## src/rtl/fir_pkg.sv

```systemverilog
// fir_pkg: shared state encoding, width helpers and rounding constant for fir_mc
package fir_pkg;

    typedef enum logic [2:0] {IDLE, LOAD, MAC, DONE, OUT} state_t;

    localparam int MAX_ACC_W = 128;

    function automatic int ch_w(input int nch);
        return nch > 1 ? $clog2(nch) : 1;
    endfunction

    function automatic int acc_w(input int dw, input int cw, input int taps);
        return dw + cw + $clog2(taps);
    endfunction

    function automatic logic [MAX_ACC_W-1:0] round_bias(input int frac);
        return MAX_ACC_W'(1) << (frac - 1);
    endfunction

endpackage

```

## src/rtl/fir_round_sat.sv

```systemverilog
// fir_round_sat: round-half-up rescale of the accumulator, clamped when FIR_SAT_EN is defined, wrapped otherwise
module fir_round_sat
    import fir_pkg::*;
#(
    parameter int ACC_W  = 36,
    parameter int DATA_W = 16,
    parameter int FRAC   = 15
)(
    input  logic signed [ACC_W-1:0]  acc,
    output logic signed [DATA_W-1:0] res
);

    localparam logic signed [ACC_W-1:0] BIAS = ACC_W'(round_bias(FRAC));

    logic signed [ACC_W-1:0] r;

    assign r = (acc + BIAS) >>> FRAC;

`ifdef FIR_SAT_EN
    localparam logic signed [ACC_W-1:0] MAXV = {{(ACC_W-DATA_W+1){1'b0}}, {(DATA_W-1){1'b1}}};
    localparam logic signed [ACC_W-1:0] MINV = {{(ACC_W-DATA_W+1){1'b1}}, {(DATA_W-1){1'b0}}};

    assign res = r > MAXV ? MAXV[DATA_W-1:0] : r < MINV ? MINV[DATA_W-1:0] : r[DATA_W-1:0];
`else
    logic unused_hi;

    assign unused_hi = ^r[ACC_W-1:DATA_W];
    assign res = r[DATA_W-1:0];
`endif

endmodule

```

## src/rtl/fir_mc.sv

```systemverilog
// fir_mc: multichannel single-MAC FIR with run-time coefficients; saturation enabled by FIR_SAT_EN
module fir_mc
    import fir_pkg::*;
#(
    parameter int DATA_W = 16,
    parameter int COEF_W = 16,
    parameter int TAPS   = 16,
    parameter int NCH    = 2,
    parameter int FRAC   = 15,
    localparam int CH_W  = ch_w(NCH),
    localparam int K_W   = $clog2(TAPS)
)(
    input  logic                     ck,
    input  logic                     rst,
    input  logic signed [DATA_W-1:0] in_data,
    input  logic [CH_W-1:0]          in_ch,
    input  logic                     in_valid,
    output logic                     in_ready,
    output logic signed [DATA_W-1:0] out_data,
    output logic [CH_W-1:0]          out_ch,
    output logic                     out_valid,
    input  logic                     out_ready,
    input  logic                     coef_we,
    input  logic [K_W-1:0]           coef_addr,
    input  logic signed [COEF_W-1:0] coef_wdata
);

    localparam int ACC_W  = acc_w(DATA_W, COEF_W, TAPS);
    localparam int PROD_W = DATA_W + COEF_W;
    localparam logic [CH_W:0]  NCH_L = (CH_W+1)'(NCH);
    localparam logic [K_W-1:0] KMAX  = K_W'(TAPS - 1);

    state_t state, nxt;

    logic signed [DATA_W-1:0] dl [NCH][TAPS];
    logic signed [COEF_W-1:0] coef [TAPS];
    logic [CH_W-1:0]          ch;
    logic signed [DATA_W-1:0] smp;
    logic [K_W-1:0]           k;
    logic signed [ACC_W-1:0]  acc;
    logic signed [PROD_W-1:0] prod;
    logic signed [DATA_W-1:0] rs;
    logic                     in_range;

    assign in_range = {1'b0, in_ch} < NCH_L;
    assign prod     = dl[ch][k] * coef[k];

    fir_round_sat #(.ACC_W(ACC_W), .DATA_W(DATA_W), .FRAC(FRAC)) u_rs (
        .acc (acc),
        .res (rs)
    );

    // state register
    always_ff @(posedge ck) begin
        state <= rst ? IDLE : nxt;
    end

    // next-state and handshake outputs; out-of-range channels fall straight back to IDLE
    always_comb begin
        nxt       = state;
        in_ready  = state == IDLE;
        out_valid = state == OUT;
        unique case (state)
            IDLE:    nxt = in_valid && in_range ? LOAD : IDLE;
            LOAD:    nxt = MAC;
            MAC:     nxt = k == KMAX ? DONE : MAC;
            DONE:    nxt = OUT;
            OUT:     nxt = out_ready ? IDLE : OUT;
            default: nxt = IDLE;
        endcase
    end

    // datapath: coefficient writes and sample capture in IDLE, shift in LOAD, accumulate in MAC, result in DONE
    always_ff @(posedge ck) begin
        if (rst) begin
            k        <= '0;
            acc      <= '0;
            ch       <= '0;
            smp      <= '0;
            out_data <= '0;
            out_ch   <= '0;
            for (int c = 0; c < NCH; c++)
                for (int i = 0; i < TAPS; i++)
                    dl[c][i] <= '0;
            for (int i = 0; i < TAPS; i++)
                coef[i] <= '0;
        end else begin
            if (state == IDLE && coef_we)
                coef[coef_addr] <= coef_wdata;
            if (state == IDLE && in_valid && in_range) begin
                ch  <= in_ch;
                smp <= in_data;
            end
            if (state == LOAD) begin
                dl[ch][0] <= smp;
                for (int i = 1; i < TAPS; i++)
                    dl[ch][i] <= dl[ch][i-1];
                acc <= '0;
                k   <= '0;
            end
            if (state == MAC) begin
                acc <= acc + ACC_W'(prod);
                k   <= k + 1'b1;
            end
            if (state == DONE) begin
                out_data <= rs;
                out_ch   <= ch;
            end
        end
    end

endmodule

```

## config.mk

```make
export PLATFORM = sky130hd
export DESIGN_NAME = fir_mc
export DESIGN_NICKNAME = d
export VERILOG_FILES = /design/src/rtl/fir_pkg.sv /design/src/rtl/fir_round_sat.sv /design/src/rtl/fir_mc.sv
export SDC_FILE = /design/constraint.sdc
export NUM_CORES = 2
export LEC_CHECK = 0
export BUFFER_PORTS_ARGS = -buffer_cell sky130_fd_sc_hd__buf_2
export CAP_MARGIN = 20
export CORE_MARGIN = 2
export CORE_UTILIZATION = 55
export DETAILED_ROUTE_END_ITERATION = 6
export PLACE_DENSITY = 0.69
export SETUP_SLACK_MARGIN = 0.2
export SLEW_MARGIN = 10
export SYNTH_ARGS = -nofsm -noshare
export SYNTH_HDL_FRONTEND = slang
export SYNTH_SLANG_ARGS = --single-unit
```

## constraint.sdc

```tcl
create_clock -name ck -period 17 [get_ports ck]
set_input_delay 1.7 -clock ck [delete_from_list [all_inputs] [get_ports ck]]
set_output_delay 1.7 -clock ck [all_outputs]
set_load 0.02 [all_outputs]
```

# After elaboration in Yosys (flattened, before gate mapping)
# Memories as Yosys holds them, arrays and structs flattened. A register that Yosys moved wholly into a read port is not among the register bits.
# Index checks and enable logic that the tools add are counted.
# totals
register_bits	77
mem_bits_rw	768
inputBits	42
wordCells	55
mem_count	2
# classes
n_addsub	3
mul	1
n_lt_le_gt_ge	1
n_eq_ne	5
n_mux	29
bitwise_logic	1
reduce_logical	6
# memory_table
memory	words	width	read_ports	rd_ports_with_merged_regs	write_ports	line_no	source
dl	2	256	1	1	2	fir_mc.sv:35	logic signed [DATA_W-1:0] dl [NCH][TAPS];
coef	16	16	1	1	16	fir_mc.sv:36	logic signed [COEF_W-1:0] coef [TAPS];
# ops
cell	n
$mux 256	1
$reduce_or 256->1	1
$mux 36	2
$bmux 16 s4	1
$mux 16	3
$add 36x32->36	1
$mul 16x16->32	1
$add 31x16->31 const B	1
$mux 4	5
$reduce_or 16->1	1
$mux 1	15
$pmux 3 s5	1
$eq 3x2->1 const B	2
$ge 5x5->1 const B	1
$not 4->5	1
$add 4x1->4 const B	1
$eq 4x4->1 const B	1
$eq 3x1->1 const B	1
$eq 3x3->1 const B	1
$logic_not 3->1	1
$mux 3	1
$logic_and 1x1->1	2
$reduce_bool 2->1	1

# Depth between registers and ports, before layout
# depth
word_depth	7
ltp_mapped	36
mapped_depth_nobuf	30

# Cells and area by module
# A second synthesis with hierarchy kept.
# hier_totals
cells_unflattened	3970
area_unflattened_um2	48988.2
# modules_own_cells
mod	instances	cells_per_inst	area_each_um2	seq_area_each_um2
fir_mc	1	3927	48666.7	24703.7
fir_round_sat	1	43	321.6	0.0

# Worst setup path before layout
# Ideal clock, no wire load.
# synth_path
path_kind	input-to-reg
from	input rst
to	memory dl[0][0] (netlist name), enable pin
setup_ns	0.663
arrival_ns	8.367
required_time_ns	16.337
setup_slack_ns	7.969
path_stages	3
path_cell_list	clkbuf_1 clkbuf_1 nand2b_1
# synth_rtl
element	line_no	source
start: declaration	fir_mc.sv:14	input logic rst,
end: declaration	fir_mc.sv:35	

==> metrics.cfg <==
[synth]
synth_area_um2=47700
async_flop_share_pct=0
synth_cells=3820
ys_ff_latch=845
synth_cell_types=68
ys_seq_area_share_pct=51.6
yosys_warnings=0
synth_nets=4244
ys.flop_type=edfxtp_1
syn_area_per_cell_um2=12.5
synth_edf_count=768

[timing]
finalHoldViolations=0
worstMarginPinSlew_ns=1.05
finalSetupTns_ns=0
drv_slew=0
max_freq_ghz=0.0963
fin_skew_ns=0.0606
setup_violations=0
fin_crit_ns=10.38
max-slew-margin-rel_pct=29.7
rsz0062_at_grt=no
fin_crit_sh_pct=61.1
setup_slack_ns=6.62

[power_and_ir_drop]
p_switching_uw=2750
power_frac_comb_pct=42.1
internal_power_uw=4800
p_leak_uw=0.0202
clkPwrFrac_pct=25.5
p_per_area_nw_per_um2=146
seq_power_share_pct=32.4
ir_drop_v=0.000182
swShare_pct=36.4

[clocking]
cts-root-buf=clkbuf_16
insertion_delay_ns=0.67
ctsHoldBuffers=0
clock_sink_count=845
cts_tree=yes
clkTransAtPathRegs_ns=0.06
htreeDepth=3
ctsResizeCount=0
cts_setup_buffers=0
cts_buffers=91
cts_max_path_buffers=3

[global_routing]
antenna_found_initial=3
grt_max_degree=175
track_usage_pct=24.8
grt_pass1_vias=29266
grt-ovfl-total=0
grt_pass1_wl_um=171000

[critical_path]
cpMostUsedCell=fa_1
ff2ff_path_depth=27
crit_fanout=54
cpMaxStageDelayCell=dfxtp_4
timing.critical_path.buf_inv=7
critPathRequiredTime_ns=17.55
rrSetupSlack_ns=6.62
worst-path-stages=27
startpoint_type=flop
slowest_delay_ns=0.94
crit_family=adder cells
worstReg2RegEnd=acc[28]
crit_type=reg -> reg
cp-end-kind=flop
endpoint=acc[28]
arrival_ns=10.93

[layout]
fin_nets=4238
antennaDiodeCount=0
area_growth_pct=8.61
stdcell_area_um2=51800
layout-drive-gt1-share_pct=10.6
post-route-util_pct=60.0

[route]
drc=0
ant_nets=0
drtIter0Drc=2384
vias=28609
first_pass_iters=7
drt_wl_total_um=108000
via_per_inst=5.67
post_drt_wl_per_cell_um=21.5

[die]
start_util_pct=55.3
dieWidth_um=299
die-height_um=299
die_area_um2=89100
core_um2=86300
io-pin-count=61
rows=108

[flow_run]
drv_cap=0

[hold_path]
min_path_type=reg -> reg

[placed_design]
place_area_um2=48900
pre_cts_ws_ns=6.70
portBuffers=60
dp_hpwl_um=68900
gp_congestion=0.838

[run_status]
status=finished clean

[cell usage in the layout, fill, tap and decap left out, types with 25 or more instances in the layout]
cell type,instances
a21oi_1,65
and2_1,308
buf_2,59
buf_4,61
clkbuf_16,91
dfxtp_1,70
edfxtp_1,768
fa_1,285
ha_1,97
inv_1,342
mux2i_1,307
mux4_2,95
nand2_1,173
nand2b_1,52
nor2_1,635
nor2b_1,40
o21ai_0,35
xnor2_1,25
[routing by layer]
| layer | global-route usage, % | wire length (um) | vias up |
|---|---|---|---|
| li1 | - | - | 13032 |
| met1 | 35.7 | 47300 | 14574 |
| met2 | 39.9 | 51900 | 842 |
| met3 | 4.08 | 6720 | 159 |
| met4 | 6.16 | 2500 | 2 |
| met5 | 0 | 18 | - |
[worst min path at each step]
stage	start	endpoint	slack (ns)	cells after the start
after floorplan	smp[0]	smp[0]	0.44	2
after global routing	smp[6]	smp[6]	0.49	2
after global placement	smp[15]	smp[15]	0.45	2
after CTS	smp[6]	smp[6]	0.47	2
after detailed placement	smp[9]	smp[9]	0.46	2
final	smp[6]	smp[6]	0.47	2
[flip-flops by register name, summed over array words and instances, names as in the netlist, named ones only]
signal and count:
k 4, acc 31, smp 16, state 3, ch 1, dl 512
coef 256, out_data 16, out_ch 1
[worst min-delay path, cell delays in order, from the launching register on]
cell     delay [ns]
dfxtp_1        0.32
nand2_1        0.05
a21oi_1        0.05
[layout make-up]
cell class / instances / area (um^2)
Fill cell: 6768 / 34500
Sequential cell: 845 / 24600
Multi-Input combinational cell: 2410 / 20800
Clock buffer: 110 / 2390
Tap cell: 1155 / 1450
Inverter: 343 / 1290
Timing Repair Buffer: 123 / 813
Clock inverter: 58 / 503
[power groups by stage]
stage | Combinational (uW) | Clock (uW) | Sequential, uW
after floorplan | 2440 | 0 | 2470
after detailed placement | 3110 | 0 | 2490
final | 3170 | 1930 | 2440
after global placement | 3100 | 0 | 2480
after global routing | 3590 | 2030 | 2460
after CTS | 3170 | 1950 | 2450
[synthesized netlist by cell type, drive strengths merged (15+ instances only)]
cell type	count	area [um^2]
mux2i	307	3070
o221ai	18	158
nand2	173	649
xnor2	25	219
nor2b	40	250
o22ai	15	93.8
a22oi	21	158
xor2	24	210
a21o	18	135
dfxtp	77	1540
o21ai	41	224
and3	18	113
ha	97	1210
or2	24	150
and2	308	1930
inv	343	1290
mux4	105	2400
fa	285	5710
a21oi	66	334
edfxtp	768	23100
nor3	16	80.1
clkbuf	147	552
a211oi	17	128
buf	75	551
nand2b	54	338
nor2	637	2390
nand3	22	110
[per-stage QoR]
stage,cells,power (uW),hold WS (ns)
final,5044,7540,0.468
after CTS,5043,7570,0.471
after floorplan,3820,4910,0.440
after global placement,4875,5580,0.455
after detailed placement,4875,5600,0.460
after global routing,5044,8080,0.491
[logic make-up (layout without fill, tap and decap cells)]
group / after synthesis / in the layout / synth area share, %
buf+inv: 565 / 634 / 5.01
fa+ha+maj: 382 / 382 / 14.5
flops: 845 / 845 / 51.6
xor+xnor: 49 / 49 / 0.899
compound gates: 240 / 240 / 3.37
mux: 420 / 420 / 11.7
simple gates: 1319 / 1319 / 13.0
Power figures use the tool's default switching activity.
